===== src/rtl/c1541_pkg.sv =====
// Shared definitions for the 1541 SD block server.
// Holds the server FSM state type and the sector / D64 image size constants.
package c1541_pkg;

    localparam int unsigned SECTOR_BYTES = 512;
    localparam int unsigned D64_BYTES    = 174848;

    typedef enum logic [2:0] {
        StIdle,
        StRdReq,
        StRdPut,
        StWrAddr,
        StWrLat,
        StWrReq,
        StDone
    } state_e;

endpackage


===== src/rtl/c1541_sd_server.sv =====
// Serves 512-byte SD block requests from the 1541 track buffer out of a local
// byte-wide disk-image store.
//
// Ports:
//   sd_clk, reset            clock and synchronous active-high reset
//   sd_lba, sd_rd, sd_wr     block request from the track buffer (levels)
//   sd_ack                   high for the whole block transfer
//   sd_buff_addr/dout/wr     byte write port into the track buffer
//   sd_buff_din              track buffer read data (registered read)
//   mem_addr/rd/wr/dout      request to the image store, held until mem_ack
//   mem_din, mem_ack         image store read data and completion strobe
//   oob                      one-cycle pulse after a block touching bytes past the image
module c1541_sd_server
    import c1541_pkg::*;
#(
    parameter int unsigned IMG_BYTES = D64_BYTES,
    parameter int unsigned ADDR_W    = 18
) (
    input  logic              sd_clk,
    input  logic              reset,
    input  logic [31:0]       sd_lba,
    input  logic              sd_rd,
    input  logic              sd_wr,
    output logic              sd_ack,
    output logic [8:0]        sd_buff_addr,
    output logic [7:0]        sd_buff_dout,
    output logic              sd_buff_wr,
    input  logic [7:0]        sd_buff_din,
    output logic [ADDR_W-1:0] mem_addr,
    output logic              mem_rd,
    output logic              mem_wr,
    output logic [7:0]        mem_dout,
    input  logic [7:0]        mem_din,
    input  logic              mem_ack,
    output logic              oob
);

    localparam logic [8:0] LAST_IDX = 9'(SECTOR_BYTES - 1);

    // A byte is out of range if the LBA cannot be addressed at all, or the
    // full byte address lies beyond the image.
    function automatic logic byte_oob(input logic [31:0] lba, input logic [8:0] idx);
        logic [40:0] full;
        full = {lba, idx};
        return ((lba >> (ADDR_W - 9)) != 32'd0) || (full >= 41'(IMG_BYTES));
    endfunction

    function automatic logic [ADDR_W-1:0] byte_addr(input logic [31:0] lba,
                                                    input logic [8:0]  idx);
        return ADDR_W'({lba, idx});
    endfunction

    state_e            state_q, state_d;
    logic              armed_q, armed_d;
    logic [31:0]       lba_q, lba_d;
    logic [8:0]        idx_q, idx_d;
    logic              oob_seen_q, oob_seen_d;
    logic              sd_ack_q, sd_ack_d;
    logic [8:0]        sd_buff_addr_q, sd_buff_addr_d;
    logic [7:0]        sd_buff_dout_q, sd_buff_dout_d;
    logic              sd_buff_wr_q, sd_buff_wr_d;
    logic [ADDR_W-1:0] mem_addr_q, mem_addr_d;
    logic              mem_rd_q, mem_rd_d;
    logic              mem_wr_q, mem_wr_d;
    logic [7:0]        mem_dout_q, mem_dout_d;
    logic              oob_q, oob_d;

    // Byte entry helpers: the case below selects which byte is entered next,
    // the shared tail issues the per-byte setup.
    logic              start_rd, start_wr, finish;
    logic [31:0]       ent_lba;
    logic [8:0]        ent_idx;
    logic              ent_oob;
    logic [ADDR_W-1:0] ent_addr;
    logic              cur_oob;
    logic [ADDR_W-1:0] cur_addr;

    assign cur_oob  = byte_oob(lba_q, idx_q);
    assign cur_addr = byte_addr(lba_q, idx_q);

    always_comb begin
        state_d        = state_q;
        armed_d        = armed_q;
        lba_d          = lba_q;
        idx_d          = idx_q;
        oob_seen_d     = oob_seen_q;
        sd_ack_d       = sd_ack_q;
        sd_buff_addr_d = sd_buff_addr_q;
        sd_buff_dout_d = sd_buff_dout_q;
        sd_buff_wr_d   = 1'b0;
        mem_addr_d     = mem_addr_q;
        mem_rd_d       = mem_rd_q;
        mem_wr_d       = mem_wr_q;
        mem_dout_d     = mem_dout_q;
        oob_d          = 1'b0;
        start_rd       = 1'b0;
        start_wr       = 1'b0;
        finish         = 1'b0;
        ent_lba        = lba_q;
        ent_idx        = idx_q + 9'd1;

        // A low request level re-arms; a held level is never accepted twice.
        if (!sd_rd && !sd_wr) begin
            armed_d = 1'b1;
        end

        case (state_q)
            StIdle: begin
                if (armed_q && (sd_rd || sd_wr)) begin
                    lba_d      = sd_lba;
                    idx_d      = 9'd0;
                    sd_ack_d   = 1'b1;
                    armed_d    = 1'b0;
                    oob_seen_d = 1'b0;
                    ent_lba    = sd_lba;
                    ent_idx    = 9'd0;
                    if (sd_wr) begin
                        start_wr = 1'b1;
                    end else begin
                        start_rd = 1'b1;
                    end
                end
            end
            StRdReq: begin
                if (mem_ack) begin
                    mem_rd_d       = 1'b0;
                    sd_buff_dout_d = mem_din;
                    sd_buff_addr_d = idx_q;
                    sd_buff_wr_d   = 1'b1;
                    state_d        = StRdPut;
                end
            end
            StRdPut: begin
                if (idx_q == LAST_IDX) begin
                    finish = 1'b1;
                end else begin
                    idx_d    = idx_q + 9'd1;
                    start_rd = 1'b1;
                end
            end
            StWrAddr: begin
                state_d = StWrLat;
            end
            StWrLat: begin
                mem_dout_d = sd_buff_din;
                if (cur_oob) begin
                    oob_seen_d = 1'b1;
                    if (idx_q == LAST_IDX) begin
                        finish = 1'b1;
                    end else begin
                        idx_d    = idx_q + 9'd1;
                        start_wr = 1'b1;
                    end
                end else begin
                    mem_wr_d   = 1'b1;
                    mem_addr_d = cur_addr;
                    state_d    = StWrReq;
                end
            end
            StWrReq: begin
                if (mem_ack) begin
                    mem_wr_d = 1'b0;
                    if (idx_q == LAST_IDX) begin
                        finish = 1'b1;
                    end else begin
                        idx_d    = idx_q + 9'd1;
                        start_wr = 1'b1;
                    end
                end
            end
            StDone: begin
                state_d = StIdle;
            end
            default: begin
                state_d = StIdle;
            end
        endcase

        ent_oob  = byte_oob(ent_lba, ent_idx);
        ent_addr = byte_addr(ent_lba, ent_idx);

        // Out-of-range read bytes bypass memory and deliver zero directly.
        if (start_rd) begin
            if (ent_oob) begin
                oob_seen_d     = 1'b1;
                sd_buff_addr_d = ent_idx;
                sd_buff_dout_d = 8'h00;
                sd_buff_wr_d   = 1'b1;
                state_d        = StRdPut;
            end else begin
                mem_rd_d   = 1'b1;
                mem_addr_d = ent_addr;
                state_d    = StRdReq;
            end
        end

        if (start_wr) begin
            sd_buff_addr_d = ent_idx;
            state_d        = StWrAddr;
        end

        // sd_ack drops and oob pulses in the DONE cycle itself.
        if (finish) begin
            sd_ack_d = 1'b0;
            oob_d    = oob_seen_d;
            state_d  = StDone;
        end
    end

    always_ff @(posedge sd_clk) begin
        if (reset) begin
            state_q        <= StIdle;
            armed_q        <= 1'b0;
            lba_q          <= '0;
            idx_q          <= '0;
            oob_seen_q     <= 1'b0;
            sd_ack_q       <= 1'b0;
            sd_buff_addr_q <= '0;
            sd_buff_dout_q <= '0;
            sd_buff_wr_q   <= 1'b0;
            mem_addr_q     <= '0;
            mem_rd_q       <= 1'b0;
            mem_wr_q       <= 1'b0;
            mem_dout_q     <= '0;
            oob_q          <= 1'b0;
        end else begin
            state_q        <= state_d;
            armed_q        <= armed_d;
            lba_q          <= lba_d;
            idx_q          <= idx_d;
            oob_seen_q     <= oob_seen_d;
            sd_ack_q       <= sd_ack_d;
            sd_buff_addr_q <= sd_buff_addr_d;
            sd_buff_dout_q <= sd_buff_dout_d;
            sd_buff_wr_q   <= sd_buff_wr_d;
            mem_addr_q     <= mem_addr_d;
            mem_rd_q       <= mem_rd_d;
            mem_wr_q       <= mem_wr_d;
            mem_dout_q     <= mem_dout_d;
            oob_q          <= oob_d;
        end
    end

    assign sd_ack       = sd_ack_q;
    assign sd_buff_addr = sd_buff_addr_q;
    assign sd_buff_dout = sd_buff_dout_q;
    assign sd_buff_wr   = sd_buff_wr_q;
    assign mem_addr     = mem_addr_q;
    assign mem_rd       = mem_rd_q;
    assign mem_wr       = mem_wr_q;
    assign mem_dout     = mem_dout_q;
    assign oob          = oob_q;

endmodule

===== config.mk =====
export PLATFORM = sky130hd
export DESIGN_NAME = c1541_sd_server
export DESIGN_NICKNAME = d
export VERILOG_FILES = /design/src/rtl/c1541_pkg.sv /design/src/rtl/c1541_sd_server.sv
export SDC_FILE = /design/constraint.sdc
export NUM_CORES = 1
export LEC_CHECK = 0
export BUFFER_PORTS_ARGS = -buffer_cell sky130_fd_sc_hd__buf_4
export CORE_ASPECT_RATIO = 1.5
export CORE_MARGIN = 2
export CORE_UTILIZATION = 39
export CTS_CLUSTER_SIZE = 25
export DETAILED_ROUTE_END_ITERATION = 6
export PLACE_DENSITY_LB_ADDON = 0.08
export SLEW_MARGIN = 20
export SYNTH_ARGS = -nofsm -noshare
export SYNTH_HDL_FRONTEND = slang
export SYNTH_SLANG_ARGS = --single-unit

===== constraint.sdc =====
create_clock -name sd_clk -period 3.87 [get_ports sd_clk]
set_input_delay 1.161 -clock sd_clk [delete_from_list [all_inputs] [get_ports sd_clk]]
set_output_delay 1.161 -clock sd_clk [all_outputs]
set_load 0.02 [all_outputs]

==> impl_results.md, run 1 <==
* DRT Pass-1 Iters at 4
* Initial antenna violation count at 0
* Leak at 2.144 nW
* Crit share post-route at 88.25%
* Starting Density at 39.80%
* Synth Flop Type: dfxtp_1
* PostCTS Resize Cnt at 0
* N_diodes at 0
* Overall via count from detail_route at 4289
* Final setup viols at 0
* CTS Buf Count at 9
* Worst-skew pair later-pin latency at 0.34 ns
* Rel. slew slack at 37.94%
* Commonest non-fill, non-tap cell in the layout: nand2_1
* Cell Count, Final, Fillers Out at 795
* Root buf cell: clkbuf_16
* DR WL/cell at 15.77 µm
* Routing usage on met1 at 22.89%
* Skew final at 0.007902 ns
* Gr busiest metal: met2
* H-tree depth at 3
* Synth-to-Final Area Change at 26.67%
* Min-delay src: sd_buff_dout[7]
* CTS tree: done
* Critical Path Source: idx_q[0]
* Post-Route WL at 12530 µm
* Crit end category: register
* VDD IR max at 0.0002874 V
* Post-synthesis net count at 614
* Overall Global Routing Usage at 20.44%
* Cell Rows at 47
* I/O pin total at 101
* Core ar. at 10940 µm²
* Reg area at 1882 µm²
* Clock buffer depth at 2
* PD cells at 601.7 nW/µm²
* Crit-path cells: ha_1 -> nand3_1 -> nor2_1 -> and3_1 -> ha_1 -> a21oi_1 -> o21ai_0 -> a211oi_1 -> a21oi_1 -> or3_1 -> nor3_1 -> nor4_1
* Setup TNS at 0 ns
* Syn avg cell area at 7.801 µm²
* Crit start category: register
* Async set-reset flop share out of synthesis at 0%
* Critical path class: reg2reg
* Vias in the first global route at 4002
* WP buf/inv at 0
* Slowest stage delay, CP at 0.52 ns
* Worst-path fanout max at 11
* Worst hold slack at 0.4517 ns
* Reg2reg start: idx_q[0]
* Worst EP arrival at 3.61 ns
* Run status: complete, no violations
* Crit path time final at 3.415 ns
* Delay-heaviest family, CP: simple AND/OR/NAND/NOR gates
* Worst-path clk slew at 0.06 ns
* Register area share after synthesis at 43.23%
* HP Class: reg2reg
* Filler cell count at 1171
* Post-DRT Antenna Nets at 0
* Most frequent cells in the layout: 137 x nand2_1, 115 x buf_4, 94 x dfxtp_1, 73 x a21oi_1, 27 x nor3_1
* Placed cells at 780
* CP max stage cell: or3_1
* Mapped Cells at 558
* Largest net degree at the start of global routing at 66
* Slew @ Worst Pin at 0.9240 ns
* RSZ-0062 raised after global routing: no
* Grt met2 use at 37.72%
* Gpl congestion at 0.8414
* Area used by multi-input combinational logic at 2272 µm²
* Pins over their slew limit at 0
* Post-synth EDFFs at 0
* F_max at 292.8 MHz
* GR Overflow Total at 0
* Die Width at 90.26 µm
* Max Cap Viol at 0
* DRC viols at 0
* Via/cell ratio at 5.395
* Nets@finish at 700
* Hold Vio Cnt, Final at 0
* Port bufs at 100
* Hpwl dp at 9244 µm
* Critical Path RT at 4.07 ns
* Synth Cell Area at 4353 µm²
* Clk sinks at 94
* Synth warn at 0
* Met3 usage at 3.846%
* Global-route wire length before repair at 19870 µm
* Share of cells above drive strength 1 at 21.91%
* Iteration-0 DRC Markers at 194
* Yosys cell types at 55
* #FFs+latches synth at 94
* Die Span Y at 133.4 µm
* Post-CTS setup buffers at 0
* Hold-fix buffers at CTS at 0
* DIE AREA at 12040 µm²
## tightest hold or removal path, stage by stage (launching register included)
cell and delay (ns):
dfxtp_1 0.31, nand2_1 0.05, a21oi_1 0.05
## final timing paths
| kind | cells after the start | to | slack (ns) |
|---|---|---|---|
| min reg2reg | 2 | sd_buff_dout[7] | 0.45 |
| max | 12 | mem_addr[10] | 0.45 |
| max reg2reg | 12 | mem_addr[10] | 0.45 |
| min | 2 | sd_buff_dout[7] | 0.45 |
## layer usage
layer	routed length, µm	part of all wire (%)
met5	0	0
met4	357	2.8
met3	616	4.9
met2	6685	53
met1	4874	39
## cells in the mapped netlist (all sizes together) (3+ instances only)
cell type / number / area share (%)
inv: 6 / 0.52
buf: 10 / 1.8
nor2b: 5 / 0.72
ha: 3 / 0.86
a21o: 3 / 0.52
or4: 3 / 0.52
nand2b: 3 / 0.43
and3: 6 / 0.86
nand2: 137 / 12
nor4: 23 / 3.4
nor3: 29 / 3.7
nand3: 12 / 1.5
o211a: 3 / 0.69
and4: 7 / 1.4
a21oi: 74 / 8.6
nand4: 4 / 0.57
clkbuf: 30 / 2.6
o21a: 3 / 0.52
and2b: 6 / 1.0
a211oi: 25 / 4.3
dfxtp: 94 / 43
o21ai: 12 / 1.4
nand4b: 3 / 0.60
nor2: 26 / 2.3
## cell type report
cell class	count	share of cell area [%]
multi-input combinational	418	41.21
inverter	6	0.4084
timing repair buffer	115	15.66
clock inverter	4	0.8623
sequential	94	34.13
clock buffer	11	4.402
tap	147	3.336
## cell families after synthesis
kind of cell,after synthesis,synth area share [%]
AO/OA/AOI/OAI,133,18.60
multiplexers,3,0.7473
adder cells (fa/ha/maj),3,0.8624
XOR/XNOR,4,0.8050
buffers and inverters,46,4.886
AND/OR/NAND/NOR,275,30.87
flip-flops,94,43.23
## metrics by stage
stage	power (W)	worst slack [ns]	cell area, µm²	utilization, %
after floorplan	0.002050	0.8521	4353	-
after global placement	0.002456	0.6210	5224	47.76
after detailed placement	0.002478	0.4750	5224	47.76
after CTS	0.003351	0.4608	5514	50.41
after global routing	0.003514	0.09129	5514	50.41
final	0.003318	0.4548	5514	50.41
## sequential cells by signal, summed over array words and instances (netlist names)
register      count
mem_addr         18
oob_seen_q        1
mem_rd            1
sd_ack            1
state_q           3
mem_wr            1
sd_buff_addr      9
mem_dout          8
lba_q            32
idx_q             9
armed_q           1
sd_buff_wr        1
oob               1
sd_buff_dout      8
## report_power, final
group,leakage (nW),internal [W],switching (W)
Clock,0.141,0.000513,0.000360
Combinational,1.24,0.000497,0.000709
Sequential,0.763,0.00112,0.000116
Total,2.14,0.00213,0.00118
(Power assumes the default switching activity.)
==> run 2, diff against run 1 <==
- CORE_UTILIZATION: 39 -> 32
==> impl_results.md, run 2 (synthesis gave the netlist of run 1 again) <==
* DRT Pass-1 Iters at 4 (unchanged)
* Vias in the first global route at 4149 (+3.7%)
* Gpl congestion at 0.8334 (-0.95%)
* RSZ-0062 raised after global routing: no
* Die Width at 99.23 µm (+9.9%)
* Crit path time final at 3.395 ns (-0.01999 ns)
* Max Cap Viol at 0 (unchanged)
* Max FFs per register at 32 (unchanged)
* Port bufs at 100 (unchanged)
* Largest net degree at the start of global routing at 60 (-9.1%)
* Top reg by flops: lba_q
* Nets@finish at 700 (unchanged)
* Hpwl dp at 9653 µm (+4.4%)
* Initial antenna violation count at 0 (unchanged)
* Post-CTS setup buffers at 0 (unchanged)
* Die Span Y at 146.8 µm (+10%)
* Most frequent cells in the layout: 137 x nand2_1, 115 x buf_4, 94 x dfxtp_1, 73 x a21oi_1, 27 x nor3_1
* Clock buffer depth at 2 (unchanged)
* Crit share post-route at 87.73% (-0.52 points)
* Worst EP arrival at 3.62 ns (about the same)
* Post-Route Utilization at 41.03% (-9.4 points)
* Post-Route WL at 13140 µm (+4.8%)
* Reg area at 1882 µm² (unchanged)
* DR WL/cell at 16.24 µm (+3.0%)
* Tot Pwr at 0.003255 W (-1.9%)
* Run status: complete, no violations
* Final setup viols at 0 (unchanged)
* Hold-fix buffers at CTS at 0 (unchanged)
* Clk sinks at 94 (unchanged)
* Filler cell count at 1412 (+21%)
* Critical Path Source: idx_q[0]
* Crit-path cells: ha_1 -> nand3_1 -> nor2_1 -> and3_1 -> ha_1 -> a21oi_1 -> o21ai_0 -> a211oi_1 -> a21oi_1 -> o21ai_0 -> nand2_1 -> mux2_2
* Rel. slew slack at 53.31% (+15 points)
* Leak at 2.129 nW (-0.66%)
* Crit start category: register
* CTS tree: done
* Min-delay src: lba_q[24]
* Crit end category: register
* Critical Path RT at 4.10 ns (+0.03 ns)
* Cell Rows at 52 (+11%)
* Synth-to-Final Area Change at 26.33%
* Delay-heaviest family, CP: compound AO/OA/AOI/OAI gates
* Setup TNS at 0 ns (unchanged)
* I/O pin total at 101 (unchanged)
* Iteration-0 DRC Markers at 269 (+39%)
* DRC viols at 0 (unchanged)
* Critical path class: reg2reg
* Slew @ Worst Pin at 0.7004 ns (-0.2236 ns)
* Slowest stage delay, CP at 0.47 ns (-0.05 ns)
* Final instance area at 5499 µm² (-0.27%)
* VDD IR max at 0.0002432 V (-15%)
* WP buf/inv at 0 (unchanged)
* HP Class: reg2reg
* Reg2reg start: idx_q[0]
* Worst-path clk slew at 0.06 ns (about the same)
* Hold Vio Cnt, Final at 0 (unchanged)
* Root buf cell: clkbuf_16
* Via/cell ratio at 5.274 (-2.2%)
* H-tree depth at 3 (unchanged)
* Worst-path fanout max at 9 (-2)
* N_diodes at 0 (unchanged)
* GR Overflow Total at 0 (unchanged)
* Pins over their slew limit at 0 (unchanged)
* Skew final at 0.006887 ns (-0.001015 ns)
* Worst-skew pair later-pin latency at 0.34 ns (about the same)
* Share of cells above drive strength 1 at 21.64% (-0.28 points)
* Global-route wire length before repair at 21160 µm (+6.5%)
* PD cells at 592.0 nW/µm² (-1.6%)
* F_max at 294.5 MHz (+0.59%)
* Commonest non-fill, non-tap cell in the layout: nand2_1
* Placed cell area at 5243 µm² (+0.36%)
* Overall via count from detail_route at 4267 (-0.51%)
* CTS Buf Count at 9 (unchanged)
* Overall Global Routing Usage at 18.01% (-2.4 points)
* Core ar. at 13400 µm² (+23%)
* Area used by multi-input combinational logic at 2272 µm² (unchanged)
* CP max stage cell: dfxtp_1
* DIE AREA at 14570 µm² (+21%)
* PostCTS Resize Cnt at 0 (unchanged)
* Post-DRT Antenna Nets at 0 (unchanged)
* Starting Density at 32.48% (-7.3 points)
-- run 2: changes by cell type in the layout (fill, tap and decap cells not counted) --
cell        before  now
bufinv_16        1    0
clkbuf_1         1    2
clkinvlp_4       1    0
-- run 2: cell type report --
class | count | share of cell area, %
Clock inverter | 2 | 0.1820
Tap cell | 162 | 3.686
Sequential cell | 94 | 34.22
Multi-Input combinational cell | 418 | 41.32
Clock buffer | 12 | 4.482
Timing Repair Buffer | 115 | 15.70
Inverter | 6 | 0.4096
-- run 2: metrics by stage --
step | hold WS (ns) | instances | setup slack [ns]
after floorplan | 0.4360 | 558 | 0.8521
after global placement | 0.4438 | 795 | 0.5515
after detailed placement | 0.4465 | 795 | 0.4845
after CTS | 0.4553 | 809 | 0.4908
after global routing | 0.4771 | 809 | 0.1177
final | 0.4538 | 809 | 0.4748
-- run 2: worst paths after layout --
path,end,slack (ns),cells past startpoint
worst min register to register,lba_q[24],0.45,2
worst min-delay path,lba_q[24],0.45,2
worst max register to register,sd_buff_addr[0],0.47,12
worst max-delay path,sd_buff_addr[0],0.47,12
-- run 2: report_power, final --
group | switching, W | internal (W)
Combinational | 0.000724 | 0.000497
Sequential | 0.000109 | 0.00112
Clock | 0.000357 | 0.000445
Total | 0.00119 | 0.00206
-- run 2: worst reg2reg max path, stage by stage, from the launching register on --
cell and delay [ns]:
dfxtp_1 0.47, ha_1 0.28, nand3_1 0.17, nor2_1 0.26
and3_1 0.20, ha_1 0.25, a21oi_1 0.15, o21ai_0 0.10
a211oi_1 0.31, a21oi_1 0.18, o21ai_0 0.28, nand2_1 0.29
mux2_2 0.34
-- run 2: metal layers --
layer  vias up  track usage (%)  share of wire, %
met3        29            3.092               4.0
met5         -                0                 0
met1      1968            20.76                41
met2       121            31.08                51
li1       2149                -                 -
met4         0            10.21               4.4
==> run 3, diff against run 2 <==
- CELL_PAD_IN_SITES_DETAIL_PLACEMENT: default -> 1
- CELL_PAD_IN_SITES_GLOBAL_PLACEMENT: default -> 2
- CORE_UTILIZATION: 32 -> 30
- CTS_BUF_LIST: default -> sky130_fd_sc_hd__clkbuf_4 sky130_fd_sc_hd__clkbuf_8 sky130_fd_sc_hd__clkbuf_16
==> impl_results.md, run 3 (synthesis gave the netlist of run 1 again) <==
* Overall via count from detail_route at 4314 (+1.1%)
* Skew final at 0.01293 ns (+0.006044 ns)
* F_max at 290.4 MHz (-1.4%)
* RSZ-0062 raised after global routing: yes
* Leak at 2.146 nW (+0.77%)
* Crit path time final at 3.443 ns (+0.04783 ns)
* Gpl congestion at 0.8336 (about the same)
* GR Overflow Total at 0 (unchanged)
* Vias in the first global route at 4354 (+4.9%)
* Die Span Y at 151.5 µm (+3.2%)
* Core ar. at 14120 µm² (+5.4%)
* Top reg by flops: lba_q
* Critical path class: reg2reg
* Max Cap Viol at 0 (unchanged)
* Share of cells above drive strength 1 at 22.31% (+0.67 points)
* Worst-skew pair later-pin latency at 0.35 ns (about the same)
* Commonest non-fill, non-tap cell in the layout: nand2_1
* Most frequent cells in the layout: 137 x nand2_1, 116 x buf_4, 94 x dfxtp_1, 73 x a21oi_1, 27 x nor3_1
* Cell Rows at 53 (+1.9%)
* Hpwl dp at 10870 µm (+13%)
* H-tree depth at 3 (unchanged)
* R2R Setup Slk at 0.43 ns (-0.05 ns)
* Post-Route WL at 14440 µm (+9.9%)
* I/O pin total at 101 (unchanged)
* Rel. slew slack at 50.77% (-2.5 points)
* Setup ws final at 0.4270 ns (-0.04783 ns)
* Via/cell ratio at 5.124 (-2.9%)
* Iteration-0 DRC Markers at 160 (-41%)
* N_diodes at 0 (unchanged)
* Worst-path clk slew at 0.07 ns (about the same)
* Crit share post-route at 88.97% (+1.2 points)
* Global-route wire length before repair at 22720 µm (+7.4%)
* Dpl ws at 0.4425 ns (-0.04194 ns)
* HP Class: reg2reg
* Pins over their slew limit at 0 (unchanged)
* Min-delay src: lba_q[13]
* Clk sinks at 94 (unchanged)
* Crit start category: register
* CTS tree: done
* Die Width at 102.4 µm (+3.1%)
* Post-CTS setup buffers at 0 (unchanged)
* Nets@finish at 701 (+0.14%)
* Run status: complete, no violations
* Root buf cell: clkbuf_16
* Critical Path RT at 4.10 ns (about the same)
* CTS Buf Count at 9 (unchanged)
* Synth-to-Final Area Change at 27.97%
* Hold Vio Cnt, Final at 0 (unchanged)
* DIE AREA at 15510 µm² (+6.4%)
* DRT Pass-1 Iters at 4 (unchanged)
* Starting Density at 30.82% (-1.7 points)
* Clock buffer depth at 2 (unchanged)
* DR WL/cell at 17.15 µm (+5.6%)
* Worst EP arrival at 3.68 ns (+0.06 ns)
* Max FFs per register at 32 (unchanged)
* Critical Path Source: idx_q[0]
* Slew @ Worst Pin at 0.7385 ns (+0.03809 ns)
* Port bufs at 100 (unchanged)
* VDD IR max at 0.0002346 V (-3.5%)
* DRC viols at 0 (unchanged)
* Overall Global Routing Usage at 19.05% (+1.0 points)
* Post-DRT Antenna Nets at 0 (unchanged)
* Largest net degree at the start of global routing at 60 (unchanged)
* Reg2reg start: idx_q[0]
* PD cells at 598.7 nW/µm² (+1.1%)
* Worst-path fanout max at 9 (unchanged)
* Final setup viols at 0 (unchanged)
* Initial antenna violation count at 0 (unchanged)
* Crit end category: register
* Post-Route Utilization at 39.44% (-1.6 points)
run 3: critical path: stages (launching register included):
cell      delay (ns)
dfxtp_1         0.47
ha_1            0.28
nand3_1         0.16
nor2_1          0.28
and3_1          0.20
ha_1            0.25
a21oi_1         0.14
o21ai_0         0.10
a211oi_1        0.33
a21oi_1         0.18
o21ai_0         0.30
nand2_1         0.30
mux2_2          0.34
run 3: repair_timing:
action                                  in CTS  in global routing
resized for setup                            0                  0
endpoints found under the setup margin       0                  2
hold buffers                                 0                  0
run 3: power by group:
group          total [W]  switching (W)  internal, W  leakage, nW
sequential       0.00124       0.000117      0.00112        0.763
clock           0.000857       0.000400     0.000457        0.139
combinational    0.00124       0.000736     0.000502         1.24
total            0.00333        0.00125      0.00208         2.15
run 3: final cells by class:
type                       instances  area, µm²
fill                            1749       8554
multi-input combinational        418       2272
sequential                        94       1882
timing repair buffer             116      870.8
tap                              192      240.2
clock buffer                      10      239.0
clock inverter                     6      43.79
inverter                           6      22.52
run 3: worst paths after layout:
kind	cells past startpoint	end
max	12	sd_buff_addr[0]
min	2	lba_q[13]
max reg2reg	12	sd_buff_addr[0]
min reg2reg	2	lba_q[13]
run 3: per-stage QoR:
stage,power (W),cells,TNS (ns),instance area (µm²),hold slack (ns)
4_1_cts,0.003381,842,0,5570,0.4611
3_5_place_dp,0.002520,826,0,5288,0.4509
3_3_place_gp,0.002497,826,0,5288,0.4419
2_1_floorplan,0.002050,558,0,4353,0.4360
6_report,0.003335,842,0,5570,0.4560
5_1_grt,0.003552,842,-0.01417,5570,0.4818
run 3: metal layers:
layer  global-route usage, %  part of all wire, %
met1                   22.13                   41
met2                   34.44                   53
met3                   3.257                  3.0
met4                   7.267                  2.4
met5                       0                    0
